===== src/rtl/bram_req_adapter.sv =====
// Valid/ready request front end for a single BRAM port in master role.
// Issues one access per cycle and returns in-order responses through a 3-entry FIFO.
module bram_req_adapter #(
   parameter int DATA_WIDTH = 32,
   parameter int ADDR_WIDTH = 32,
   parameter int ID_WIDTH   = 4
) (
   input  logic                    Clk_CI,
   input  logic                    Rst_RI,
   input  logic                    Req_Valid_SI,
   output logic                    Req_Ready_SO,
   input  logic                    Req_Write_SI,
   input  logic [ADDR_WIDTH-1:0]   Req_Addr_DI,
   input  logic [DATA_WIDTH-1:0]   Req_Wdata_DI,
   input  logic [DATA_WIDTH/8-1:0] Req_Strb_DI,
   input  logic [ID_WIDTH-1:0]     Req_Id_DI,
   output logic                    Resp_Valid_SO,
   input  logic                    Resp_Ready_SI,
   output logic                    Resp_Write_SO,
   output logic [ID_WIDTH-1:0]     Resp_Id_DO,
   output logic [DATA_WIDTH-1:0]   Resp_Rdata_DO,
   output logic                    Bram_Clk_CO,
   output logic                    Bram_Rst_RO,
   output logic                    Bram_En_SO,
   output logic [ADDR_WIDTH-1:0]   Bram_Addr_SO,
   output logic [DATA_WIDTH-1:0]   Bram_Wr_DO,
   output logic [DATA_WIDTH/8-1:0] Bram_WrEn_SO,
   input  logic [DATA_WIDTH-1:0]   Bram_Rd_DI
);

   localparam int STRB_WIDTH  = DATA_WIDTH / 8;
   localparam int OFFS        = $clog2(STRB_WIDTH);
   localparam int ENTRY_WIDTH = 1 + ID_WIDTH + DATA_WIDTH;
   localparam int DEPTH       = 3;
   localparam logic [ADDR_WIDTH-1:0] LOW_MASK = ADDR_WIDTH'((1 << OFFS) - 1);

   logic                   accept;
   logic                   push;
   logic                   pop;
   logic [1:0]             occ;

   logic                   inflight_reg;
   logic                   inflight_write_reg;
   logic [ID_WIDTH-1:0]    inflight_id_reg;

   logic [1:0]             count_reg, count_next;
   logic [1:0]             wr_ptr_reg, wr_ptr_next;
   logic [1:0]             rd_ptr_reg, rd_ptr_next;

   logic [ENTRY_WIDTH-1:0] fifo_mem [DEPTH];
   logic [ENTRY_WIDTH-1:0] push_entry;
   logic [ENTRY_WIDTH-1:0] head_entry;

   function automatic logic [1:0] ptr_inc(input logic [1:0] ptr);
      return (ptr == 2'd2) ? 2'd0 : ptr + 2'd1;
   endfunction

   assign Bram_Clk_CO = Clk_CI;
   assign Bram_Rst_RO = Rst_RI;

   // Credit counts the in-flight access so the BRAM read always has a FIFO slot.
   assign occ          = count_reg + {1'b0, inflight_reg};
   assign Req_Ready_SO = !Rst_RI && (occ < 2'd3);
   assign accept       = Req_Valid_SI && Req_Ready_SO;

   assign push = inflight_reg;
   assign pop  = Resp_Valid_SO && Resp_Ready_SI;

   always_comb begin
      Bram_En_SO   = 1'b0;
      Bram_Addr_SO = '0;
      Bram_Wr_DO   = '0;
      Bram_WrEn_SO = '0;
      if (accept) begin
         Bram_En_SO   = 1'b1;
         Bram_Addr_SO = Req_Addr_DI & ~LOW_MASK;
         Bram_Wr_DO   = Req_Wdata_DI;
         Bram_WrEn_SO = Req_Write_SI ? Req_Strb_DI : '0;
      end
   end

   assign push_entry = {inflight_write_reg, inflight_id_reg,
                        inflight_write_reg ? {DATA_WIDTH{1'b0}} : Bram_Rd_DI};

   always_comb begin
      count_next  = count_reg;
      wr_ptr_next = wr_ptr_reg;
      rd_ptr_next = rd_ptr_reg;
      if (push) begin
         wr_ptr_next = ptr_inc(wr_ptr_reg);
      end
      if (pop) begin
         rd_ptr_next = ptr_inc(rd_ptr_reg);
      end
      case ({push, pop})
         2'b10:   count_next = count_reg + 2'd1;
         2'b01:   count_next = count_reg - 2'd1;
         default: count_next = count_reg;
      endcase
   end

   always_ff @(posedge Clk_CI) begin
      if (Rst_RI) begin
         inflight_reg       <= 1'b0;
         inflight_write_reg <= 1'b0;
         inflight_id_reg    <= '0;
         count_reg          <= 2'd0;
         wr_ptr_reg         <= 2'd0;
         rd_ptr_reg         <= 2'd0;
      end else begin
         inflight_reg <= accept;
         count_reg    <= count_next;
         wr_ptr_reg   <= wr_ptr_next;
         rd_ptr_reg   <= rd_ptr_next;
         if (accept) begin
            inflight_write_reg <= Req_Write_SI;
            inflight_id_reg    <= Req_Id_DI;
         end
      end
   end

   for (genvar gi = 0; gi < DEPTH; gi++) begin : g_entry
      always_ff @(posedge Clk_CI) begin
         if (push && (wr_ptr_reg == 2'(gi))) begin
            fifo_mem[gi] <= push_entry;
         end
      end
   end

   always_comb begin
      case (rd_ptr_reg)
         2'd1:    head_entry = fifo_mem[1];
         2'd2:    head_entry = fifo_mem[2];
         default: head_entry = fifo_mem[0];
      endcase
   end

   // Payload is gated by valid so an empty FIFO presents all-zero responses.
   assign Resp_Valid_SO = (count_reg != 2'd0);
   assign Resp_Write_SO = Resp_Valid_SO & head_entry[ENTRY_WIDTH-1];
   assign Resp_Id_DO    = Resp_Valid_SO ? head_entry[DATA_WIDTH +: ID_WIDTH] : '0;
   assign Resp_Rdata_DO = Resp_Valid_SO ? head_entry[DATA_WIDTH-1:0] : '0;

endmodule


===== config.mk =====
export PLATFORM = sky130hd
export DESIGN_NAME = bram_req_adapter
export DESIGN_NICKNAME = d
export VERILOG_FILES = /design/src/rtl/bram_req_adapter.sv
export SDC_FILE = /design/constraint.sdc
export NUM_CORES = 1
export LEC_CHECK = 0
export ABC_AREA = 1
export CAP_MARGIN = 0
export CELL_PAD_IN_SITES_DETAIL_PLACEMENT = 2
export CELL_PAD_IN_SITES_GLOBAL_PLACEMENT = 2
export CORE_MARGIN = 2
export CORE_UTILIZATION = 35
export CTS_BUF_LIST = sky130_fd_sc_hd__clkbuf_2
export CTS_CLUSTER_SIZE = 14
export DETAILED_ROUTE_END_ITERATION = 12
export DONT_BUFFER_PORTS = 1
export PLACE_DENSITY_LB_ADDON = 0.05
export REMOVE_ABC_BUFFERS = 1
export SYNTH_ARGS = -nofsm -noshare
export SYNTH_HDL_FRONTEND = slang
export SYNTH_SLANG_ARGS = --single-unit

===== constraint.sdc =====
create_clock -name Clk_CI -period 3.37 [get_ports Clk_CI]
set_input_delay 0.1685 -clock Clk_CI [delete_from_list [all_inputs] [get_ports Clk_CI]]
set_output_delay 0.1685 -clock Clk_CI [all_outputs]
set_load 0.05 [all_outputs]

# ---- Word-level counts from Yosys, hierarchy flattened
# Memory sizes are Yosys's and may differ from the RTL's.
# Cells that the tools add are included.
dict set report op_classes {
  n_addsub 5
  multipliers 0
  div_mod_pow 0
  magnitude_cmp 1
  eq_ne 6
  n_shift 0
  n_mux 24
  bitwise 1
  n_reduce_logical 12
}
# cell count
set ops {}
lappend ops {{$mux W32} 4}
lappend ops {{$mux W37} 2}
lappend ops {{$pmux W37 S2} 1}
lappend ops {{$reduce_or A37 Y1} 2}
lappend ops {{$mux W4} 3}
lappend ops {{$mux W1} 9}
lappend ops {{$mux W2} 4}
lappend ops {{$add A2 B1 Y2 const B} 3}
lappend ops {{$eq A2 B1 Y1 const B} 3}
lappend ops {{$eq A2 B2 Y1 const B} 3}
lappend ops {{$logic_and A1 B1 Y1} 6}
lappend ops {{$pmux W2 S2} 1}
lappend ops {{$reduce_bool A2 Y1} 2}
lappend ops {{$add A2 B1 Y2} 1}
lappend ops {{$logic_not A2 Y1} 1}
lappend ops {{$lt A2 B2 Y1 const B} 1}
lappend ops {{$sub A2 B1 Y2 const B} 1}
lappend ops {{$and A1 B1 Y1} 1}
lappend ops {{$logic_not A1 Y1} 1}
dict set report totals {
  ff_bits 12
  latch_bits 0
  mem_bits_rw 111
  rom_bits 0
  inputBits 109
  out_inout_bits 110
  elab_cells 56
  mem_count 1
}
# memory words word_bits rd rd_clocked_by_memory_dff wr line_no
set mem_list {}
lappend mem_list {fifo_mem 3 37 3 0 1 50} ;# logic [ENTRY_WIDTH-1:0] fifo_mem [DEPTH];

# ---- Depth between registers and ports, before layout
# Gate-level depths: netlist of run 1.
dict set report depth {
  ltp_word 7
  mapped_depth 11
  depth_no_buf 10
}

==> impl_metrics.tcl, run 1 <==
set metrics [dict create \
    status "finished clean" \
    via_per_inst 4.75 \
    drt_first_pass_iters 4 \
    grt_pass1_vias 4923 \
    finalSetupViolations 0 \
    setup.worst_path.start_class "register" \
    dpl.hpwl_mm 11.0 \
    yosys.area_share.adder_pct 1.34 \
    cap_violations 0 \
    drt-total-wl_mm 16.8 \
    synth_async_sr_flop_share_pct 0 \
    initialDrtViolationCount 172 \
    synth_edf_count 111 \
    grt_overflow 0 \
    drc 0 \
    yosysUniqueCellTypes 26 \
    synthSimpleGateAreaFrac_pct 14.7 \
    die_area_mm2 0.0171 \
    finalNonFillerCells 939 \
    die_y_um 131 \
    finClkSkew_ns 0.0240 \
    crit_required_ns 3.20 \
    power_w 0.00415 \
    vias 4456 \
    synth_top_family_by_area "simple AND/OR/NAND/NOR gates" \
    std_cell_rows 46 \
    postSynthCellCount 564 \
    post_dp_cell_area_mm2 0.00655 \
    initial_core_util_pct 35.6 \
    synth_commonest_cells "edfxtp_1, inv_1, nor2_1" \
    layout-drive-gt1-share_pct 22.6 \
    tightest_slew_ns 0.920 \
    hp-class "clk -> out" \
    period_share_pct 87.1 \
    avgRoutedWirePerCell_um 17.9 \
    yosys_register_bits 123 \
    syn_area_mm2 0.00562 \
    clock_latency_ns 0.66 \
    fmax_mhz 341 \
    ir_drop_mv 0.168 \
    yosysSeqAreaShare_pct 63.6 \
    place_congestion 0.706 \
    largest_reg_flops 111 \
    hold_viol 0 \
    ctsResizeCount 0 \
    synthToLayoutAreaGrowth_pct 29.3 \
    power.density_mw_per_mm2 570 \
    pin_count 219 \
    synth_most_common_cell "edfxtp_1" \
    synth_xor_area_share_pct 0 \
    grt_pass1_wl_mm 25.4 \
    crit_arrival_ns 2.77 \
    synth_warnings 0 \
    num-nets-final 822 \
    ant_nets 0 \
    setup.worst_path.class "reg -> out" \
    die_x_um 131 \
    synthMuxAreaShare_pct 0 \
    cts.reportedPaths.clkPinSlew_ns 0.16 \
    rsz0062_at_grt "no" \
    power_leakage_nw 3.11 \
    post-route-min-period_ns 2.93 \
    cp-end-kind "primary output" \
    io_buffers 0 \
    coreArea_mm2 0.0158 \
    dpl.cell_count 859 \
    cts_root_buf "clkbuf_2" \
    syn_avg_cell_area_um2 9.97 \
    drv_slew 0 \
    yosysTopAreaCell "edfxtp_1" \
    cts_sinks 123 \
    antenna_found_initial 3 \
    max_slew_margin_pct 38.6 \
    cts_tree "yes" \
    critPathMaxFanout 32 \
    synth_top_cell_area_share_pct 59.3 \
    clockBufferDepth 2 \
    grt_use_total_pct 19.8 \
    synth_area_leaders "edfxtp_1, inv_1, nor2_1" \
    cts_buffers 17 \
    synth_compound_area_share_pct 8.97 \
    synth_ff_type "edfxtp_1" \
    htree_levels 4 \
    grt_max_degree 40 \
    final_cell_area_mm2 0.00727 \
]
==> cells by family after synthesis <==
group | Yosys count
fa+ha+maj | 6
other cells | 1
flops | 123
buf+inv | 142
simple gates | 207
compound gates | 85
==> critical path, stage by stage, from the launching register on <==
cell     delay (ns)
dfxtp_1        0.41
inv_1          0.10
ha_2           0.75
buf_12         0.25
o21ai_0        0.13
a31oi_1        0.23
buf_4          0.24
==> final cells by class <==
type                       instances  area [um^2]
multi-input combinational        300         1440
tap                              216          270
clock inverter                    15          180
timing repair buffer             159         1320
clock buffer                      17         85.1
antenna                            3         7.51
inverter                         106          398
sequential                       123         3570
fill                            1713         8500
==> power by group <==
part	leakage (nW)	switching [W]	internal (W)
registers	1.12	0.0000258	0.00173
clock network	0.147	0.000546	0.000473
logic	1.85	0.00100	0.000369
==> through the flow <==
| step | util (%) | TNS, ns | hold WS, ns | worst slack, ns |
|---|---|---|---|---|
| finish | 46.1 | 0 | 0.169 | 0.436 |
| global route | 46.1 | 0 | 0.142 | 0.157 |
| CTS | 46.0 | 0 | 0.135 | 0.306 |
| detailed placement | 41.5 | 0 | 0.169 | 1.10 |
| global placement | 41.5 | 0 | 0.169 | 1.15 |
| floorplan | - | -6.83 | 0.169 | -0.118 |
==> cell usage in the layout (no fill, tap or decap) <==
master	n
o21ai_1	1
clkinvlp_4	3
clkinv_2	2
nand2_2	1
inv_1	104
inv_2	2
clkbuf_2	17
nor2_1	102
nor2_4	1
conb_1	2
o21ai_2	8
ha_2	3
ha_1	3
o21a_1	1
a21oi_1	6
dlygate4sd3_1	45
nor3_2	2
nand3_2	4
nand2_1	94
o21ai_0	32
buf_12	1
diode_2	3
clkinv_1	5
nand3_4	1
dfxtp_1	12
clkinv_4	1
a31oi_1	37
nand3_1	1
edfxtp_1	111
buf_4	113
nand4_1	1
bufinv_16	4
==> per-layer routing <==
| metal | routed length [um] | GRT usage, % | up-vias |
|---|---|---|---|
| li1 | - | - | 2110 |
| met1 | 6420 | 21.9 | 2193 |
| met2 | 9420 | 37.6 | 145 |
| met3 | 868 | 5.37 | 8 |
| met4 | 119 | 5.19 | 0 |
| met5 | 0 | 0 | - |
==> worst paths after layout <==
check / from / to / slack, ns / depth (start not counted)
setup reg to reg: count_reg[0] / inflight_id_reg[0] / 0.84 / 7
hold / removal: Clk_CI / Bram_Clk_CO / 0.17 / 0
hold reg to reg: inflight_write_reg / inflight_write_reg / 0.49 / 2
setup / recovery: rd_ptr_reg[0] / Resp_Rdata_DO[14] / 0.44 / 6
==> repair_timing <==
action | 4_1_cts | 5_1_grt
hold buffers | 45 | 0
endpoints found under the hold margin | 108 | 0
setup endpoints to repair | 0 | 0
buffers inserted | 0 | 0
No activity file was read; power rests on OpenSTA's default activity.
==> run 2: changes to the inputs <==
--- a/config.mk
+++ b/config.mk
@@ -9,14 +9,16 @@
 export CAP_MARGIN = 0
 export CELL_PAD_IN_SITES_DETAIL_PLACEMENT = 2
 export CELL_PAD_IN_SITES_GLOBAL_PLACEMENT = 2
+export CORE_ASPECT_RATIO = 1.75
 export CORE_MARGIN = 2
 export CORE_UTILIZATION = 35
 export CTS_BUF_LIST = sky130_fd_sc_hd__clkbuf_2
 export CTS_CLUSTER_SIZE = 14
 export DETAILED_ROUTE_END_ITERATION = 12
 export DONT_BUFFER_PORTS = 1
-export PLACE_DENSITY_LB_ADDON = 0.05
+export PLACE_DENSITY = 0.84
 export REMOVE_ABC_BUFFERS = 1
+export SLEW_MARGIN = 20
 export SYNTH_ARGS = -nofsm -noshare
 export SYNTH_HDL_FRONTEND = slang
 export SYNTH_SLANG_ARGS = --single-unit
==> run 2 against run 1 <==
  * Register-to-register slack improved by 0.24 ns
  * Die area increased by 0.23%
  * Clock-buffer cell count increased by 2
  * Final cell count decreased by 3.4%
  * Highest routed layer unchanged
  * Fmax decreased by 3.0%
  * First-iteration DRC count increased by 17%
  * Combinational power about the same
  * Non-clock buffer count decreased by 5
  * Sequential power about the same
  * Via count increased by 3.5%
==> impl_metrics.tcl, run 2 (synthesis results as in run 1) <==
set metrics [dict create \
    htree_levels 4 \
    dpl.hpwl_mm 13.0 \
    die_area_mm2 0.0171 \
    crit_arrival_ns 2.86 \
    finalNonFillerCells 907 \
    finalSetupViolations 0 \
    hp-class "clk -> out" \
    via_per_inst 5.08 \
    period_share_pct 89.8 \
    place_ws_ns 0.987 \
    r2r_end "inflight_id_reg[3]" \
    ff2ff_setup_slack_ns 1.08 \
    multi_input_area_mm2 0.00143 \
    drt-total-wl_mm 18.8 \
    grt_pass1_wl_mm 28.8 \
    setup.worst_path.start_class "register" \
    tightest_slew_ns 0.999 \
    die_y_um 172 \
    r2r_start "count_reg[0]" \
    avgRoutedWirePerCell_um 20.7 \
    hold_viol 0 \
    ant_nets 0 \
    status "finished clean" \
    rsz0062_at_grt "no" \
    drt_first_pass_iters 4 \
    coreArea_mm2 0.0158 \
    fmax_mhz 331 \
    num-nets-final 817 \
    power_leakage_nw 3.08 \
    synthToLayoutAreaGrowth_pct 27.4 \
    initialDrtViolationCount 201 \
    hold_slack_ns 0.169 \
    grt_use_total_pct 22.3 \
    cts_root_buf "clkbuf_2" \
    timing.hold.worst.start "Clk_CI" \
    dpl.cell_count 832 \
    hold_depth 0 \
    fin_util_pct 45.3 \
    cts.reportedPaths.clkPinSlew_ns 0.17 \
    fin_ws_ns 0.345 \
    worst-r2r-cell-count 6 \
    setup.worst_path.class "reg -> out" \
    final_cell_mix "edfxtp_1, buf_4, inv_1" \
    finClkSkew_ns 0.0326 \
    fillers 1667 \
    largest_reg_flops 111 \
    grt_max_degree 75 \
    critPathMaxFanout 21 \
    cp-end-kind "primary output" \
    clock_latency_ns 0.65 \
    std_cell_rows 61 \
    cts_buffers 17 \
    cts_sinks 123 \
    drv_slew 0 \
    antenna_found_initial 4 \
    cap_violations 0 \
    postCtsSetupBuffers 0 \
    layout-drive-gt1-share_pct 23.0 \
    pin_count 219 \
    fin_tns_setup_ns 0 \
    clockBufferDepth 2 \
    power.density_mw_per_mm2 564 \
    hold_path_end "Bram_Clk_CO" \
    place_congestion 0.870 \
    ir_drop_mv 0.225 \
    max_slew_margin_pct 33.1 \
    grt_pass1_vias 5212 \
    io_buffers 0 \
    die_x_um 99.8 \
    post-route-min-period_ns 3.03 \
    vias 4610 \
    layout.area.seq_mm2 0.00357 \
    initial_core_util_pct 35.6 \
    grt_overflow 0 \
    crit_required_ns 3.20 \
    cts_tree "yes" \
    drc 0 \
]
## run 2: what timing repair did
action                    in CTS  in global routing
hold endpoints to repair     108                  0
resized for setup              0                  0
hold buffers                  40                  0
## run 2: critical path: stages, from the launching register on
cell and delay (ns):
dfxtp_1 0.37, inv_1 0.15, ha_1 0.81, buf_4 0.33, nand2_1 0.09, a31oi_1 0.22, buf_4 0.24
## run 2: worst max path at each step
stage,startpoint,to,depth (start not counted)
after global routing,rd_ptr_reg[1],Resp_Rdata_DO[15],6
after CTS,rd_ptr_reg[1],Resp_Rdata_DO[15],6
after floorplan,inflight_reg,fifo_mem[0][0],2
after global placement,rd_ptr_reg[0],Resp_Rdata_DO[30],6
after detailed placement,rd_ptr_reg[1],Resp_Rdata_DO[15],6
final,rd_ptr_reg[1],Resp_Rdata_DO[15],6
## run 2: cell type report
type                       instances  area share (%)
tap                              189            3.30
clock buffer                      19            1.33
inverter                         106            5.55
sequential                       123            49.9
antenna                            4           0.140
clock inverter                    12            1.75
timing repair buffer             154            18.1
multi-input combinational        300            20.0
## run 2: per-layer routing
metal  wire length, um  vias to the layer above  track usage (%)
met5                 0                        -                0
met1              6850                     2273             23.8
met2             10200                      222             41.8
li1                  -                     2091                -
met4               450                        0             8.34
met3              1290                       24             5.53
## run 2: report_power, final
part | internal (W) | switching (W)
clock network | 0.000337 | 0.000555
registers | 0.00173 | 0.0000286
logic | 0.000363 | 0.00102
total | 0.00243 | 0.00161
## run 2: metrics by stage
stage	instance area, um^2	total power, W
6_report	7160	0.00404
3_3_place_gp	6510	0.00308
2_1_floorplan	5380	0.00269
4_1_cts	7150	0.00408
3_5_place_dp	6530	0.00315
5_1_grt	7160	0.00422
==> run 3: changes to the inputs <==
--- a/config.mk
+++ b/config.mk
@@ -11,12 +11,12 @@
 export CELL_PAD_IN_SITES_GLOBAL_PLACEMENT = 2
 export CORE_ASPECT_RATIO = 1.75
 export CORE_MARGIN = 2
-export CORE_UTILIZATION = 35
+export CORE_UTILIZATION = 38
 export CTS_BUF_LIST = sky130_fd_sc_hd__clkbuf_2
 export CTS_CLUSTER_SIZE = 14
 export DETAILED_ROUTE_END_ITERATION = 12
 export DONT_BUFFER_PORTS = 1
-export PLACE_DENSITY = 0.84
+export PLACE_DENSITY = 0.86
 export REMOVE_ABC_BUFFERS = 1
 export SLEW_MARGIN = 20
 export SYNTH_ARGS = -nofsm -noshare
==> constraint.sdc (replaced) <==
create_clock -name Clk_CI -period 3.7 [get_ports Clk_CI]
set_input_delay 0.185 -clock Clk_CI [delete_from_list [all_inputs] [get_ports Clk_CI]]
set_output_delay 0.185 -clock Clk_CI [all_outputs]
set_load 0.05 [all_outputs]
==> run 3 against run 2 <==
  * Hold slack gained 0.017 ns
  * Register-to-register slack gained 0.15 ns
  * Critical path depth is the same
  * Critical endpoint is now Resp_Rdata_DO[4]
  * Non-clock buffer count shrank 4
  * Routed wire length grew 7.8%
  * Final cell count shrank 1.3%
  * Total power shrank 9.0%
  * Sequential power shrank 9%
  * Critical path type unchanged
  * Flip-flop and latch count is the same
==> impl_metrics.tcl, run 3 (synthesis results as in run 1) <==
set metrics [dict create \
    post_dp_cell_area_mm2 0.00649 \
    cts_root_buf "clkbuf_2" \
    layout-drive-gt1-share_pct 22.8 \
    cp-end-kind "primary output" \
    grt_pass1_wl_mm 29.7 \
    crit_required_ns 3.51 \
    clockBufferDepth 2 \
    place_congestion 0.867 \
    pin_count 219 \
    final_cell_mix "edfxtp_1, buf_4, inv_1" \
    drc 0 \
    antenna_found_initial 4 \
    fmax_mhz 322 \
    layout_commonest_cell "edfxtp_1" \
    period_share_pct 84.0 \
    setup.worst_path.class "reg -> out" \
    hold_viol 0 \
    tightest_slew_ns 0.795 \
    cap_violations 0 \
    ant_nets 0 \
    die_area_mm2 0.0158 \
    num-nets-final 813 \
    final_cell_area_mm2 0.00710 \
    power_leakage_nw 3.07 \
    grt_pass1_vias 5372 \
    rsz0062_at_grt "no" \
    coreArea_mm2 0.0144 \
    drt-total-wl_mm 20.3 \
    max_slew_margin_pct 46.7 \
    htree_levels 4 \
    cts_sinks 123 \
    io_buffers 0 \
    cts_buffers 17 \
    power_w 0.00367 \
    hold_slack_ns 0.185 \
    crit_arrival_ns 2.92 \
    via_per_inst 5.16 \
    avgRoutedWirePerCell_um 22.7 \
    power.density_mw_per_mm2 517 \
    fin_util_pct 49.2 \
    finClkSkew_ns 0.0240 \
    wl_met2_mm 10.9 \
    initial_core_util_pct 38.9 \
    ir_drop_mv 0.192 \
    hp-class "clk -> out" \
    clock_latency_ns 0.66 \
    finalSetupViolations 0 \
    post-route-min-period_ns 3.11 \
    synthToLayoutAreaGrowth_pct 26.4 \
    largest_reg_flops 111 \
    drv_slew 0 \
    grt_overflow 0 \
    die_y_um 165 \
    fin_tns_setup_ns 0 \
    grt_max_degree 74 \
    std_cell_rows 58 \
    status "finished clean" \
    dpl.hpwl_mm 13.2 \
    vias 4617 \
    grt_use_total_pct 26.0 \
    setup.worst_path.start_class "register" \
    die_x_um 95.9 \
    initialDrtViolationCount 251 \
    met3_length_mm 1.43 \
    drt_first_pass_iters 4 \
    highest_layer "met5" \
    cts_tree "yes" \
    wl_met1_mm 7.47 \
    critPathMaxFanout 43 \
    ctsResizeCount 0 \
    cts.reportedPaths.clkPinSlew_ns 0.16 \
]
## run 3: worst max-delay path: stages, from the launching register on
cell and delay [ns]:
dfxtp_1 0.45, inv_1 0.12, ha_2 0.75, buf_12 0.30, o21ai_0 0.17, a31oi_1 0.24
buf_4 0.24
## run 3: area by class of cell
| cell class | instances | area [um^2] |
|---|---|---|
| flip-flops and latches | 123 | 3570 |
| repair buffers | 150 | 1260 |
| inverters | 106 | 398 |
| fillers | 1495 | 7340 |
| diodes | 5 | 12.5 |
| clock buffers | 21 | 105 |
| multi-input cells | 300 | 1430 |
| clock inverters | 10 | 101 |
| well taps | 180 | 225 |
## run 3: what timing repair did
action / 4_1_cts / 5_1_grt
hold endpoints to repair: 107 / 0
setup buffers: 0 / 0
hold buffers: 39 / 0
setup endpoints to repair: 0 / 0
## run 3: routing by layer
layer	vias up	track usage, %
li1	2088	-
met1	2260	27.1
met2	233	48.2
met3	34	7.66
met4	2	9.29
met5	-	0
## run 3: per-stage QoR
stage               instances  worst slack (ns)
global route              891             0.360
global placement          819              1.46
CTS                       890             0.575
finish                    895             0.591
floorplan                 529             0.212
detailed placement        820              1.23
## run 3: worst paths after layout
kind / slack, ns / from / cells after the start / to
min reg2reg: 0.52 / inflight_id_reg[1] / 2 / inflight_id_reg[1]
min: 0.19 / Clk_CI / 0 / Bram_Clk_CO
max: 0.59 / rd_ptr_reg[0] / 6 / Resp_Rdata_DO[4]
max reg2reg: 1.23 / count_reg[0] / 7 / inflight_id_reg[3]
## run 3: where the power goes
group | switching [W] | total (W) | internal [W]
Sequential | 0.0000351 | 0.00161 | 0.00158
Clock | 0.000494 | 0.000801 | 0.000307
Combinational | 0.000935 | 0.00126 | 0.000324
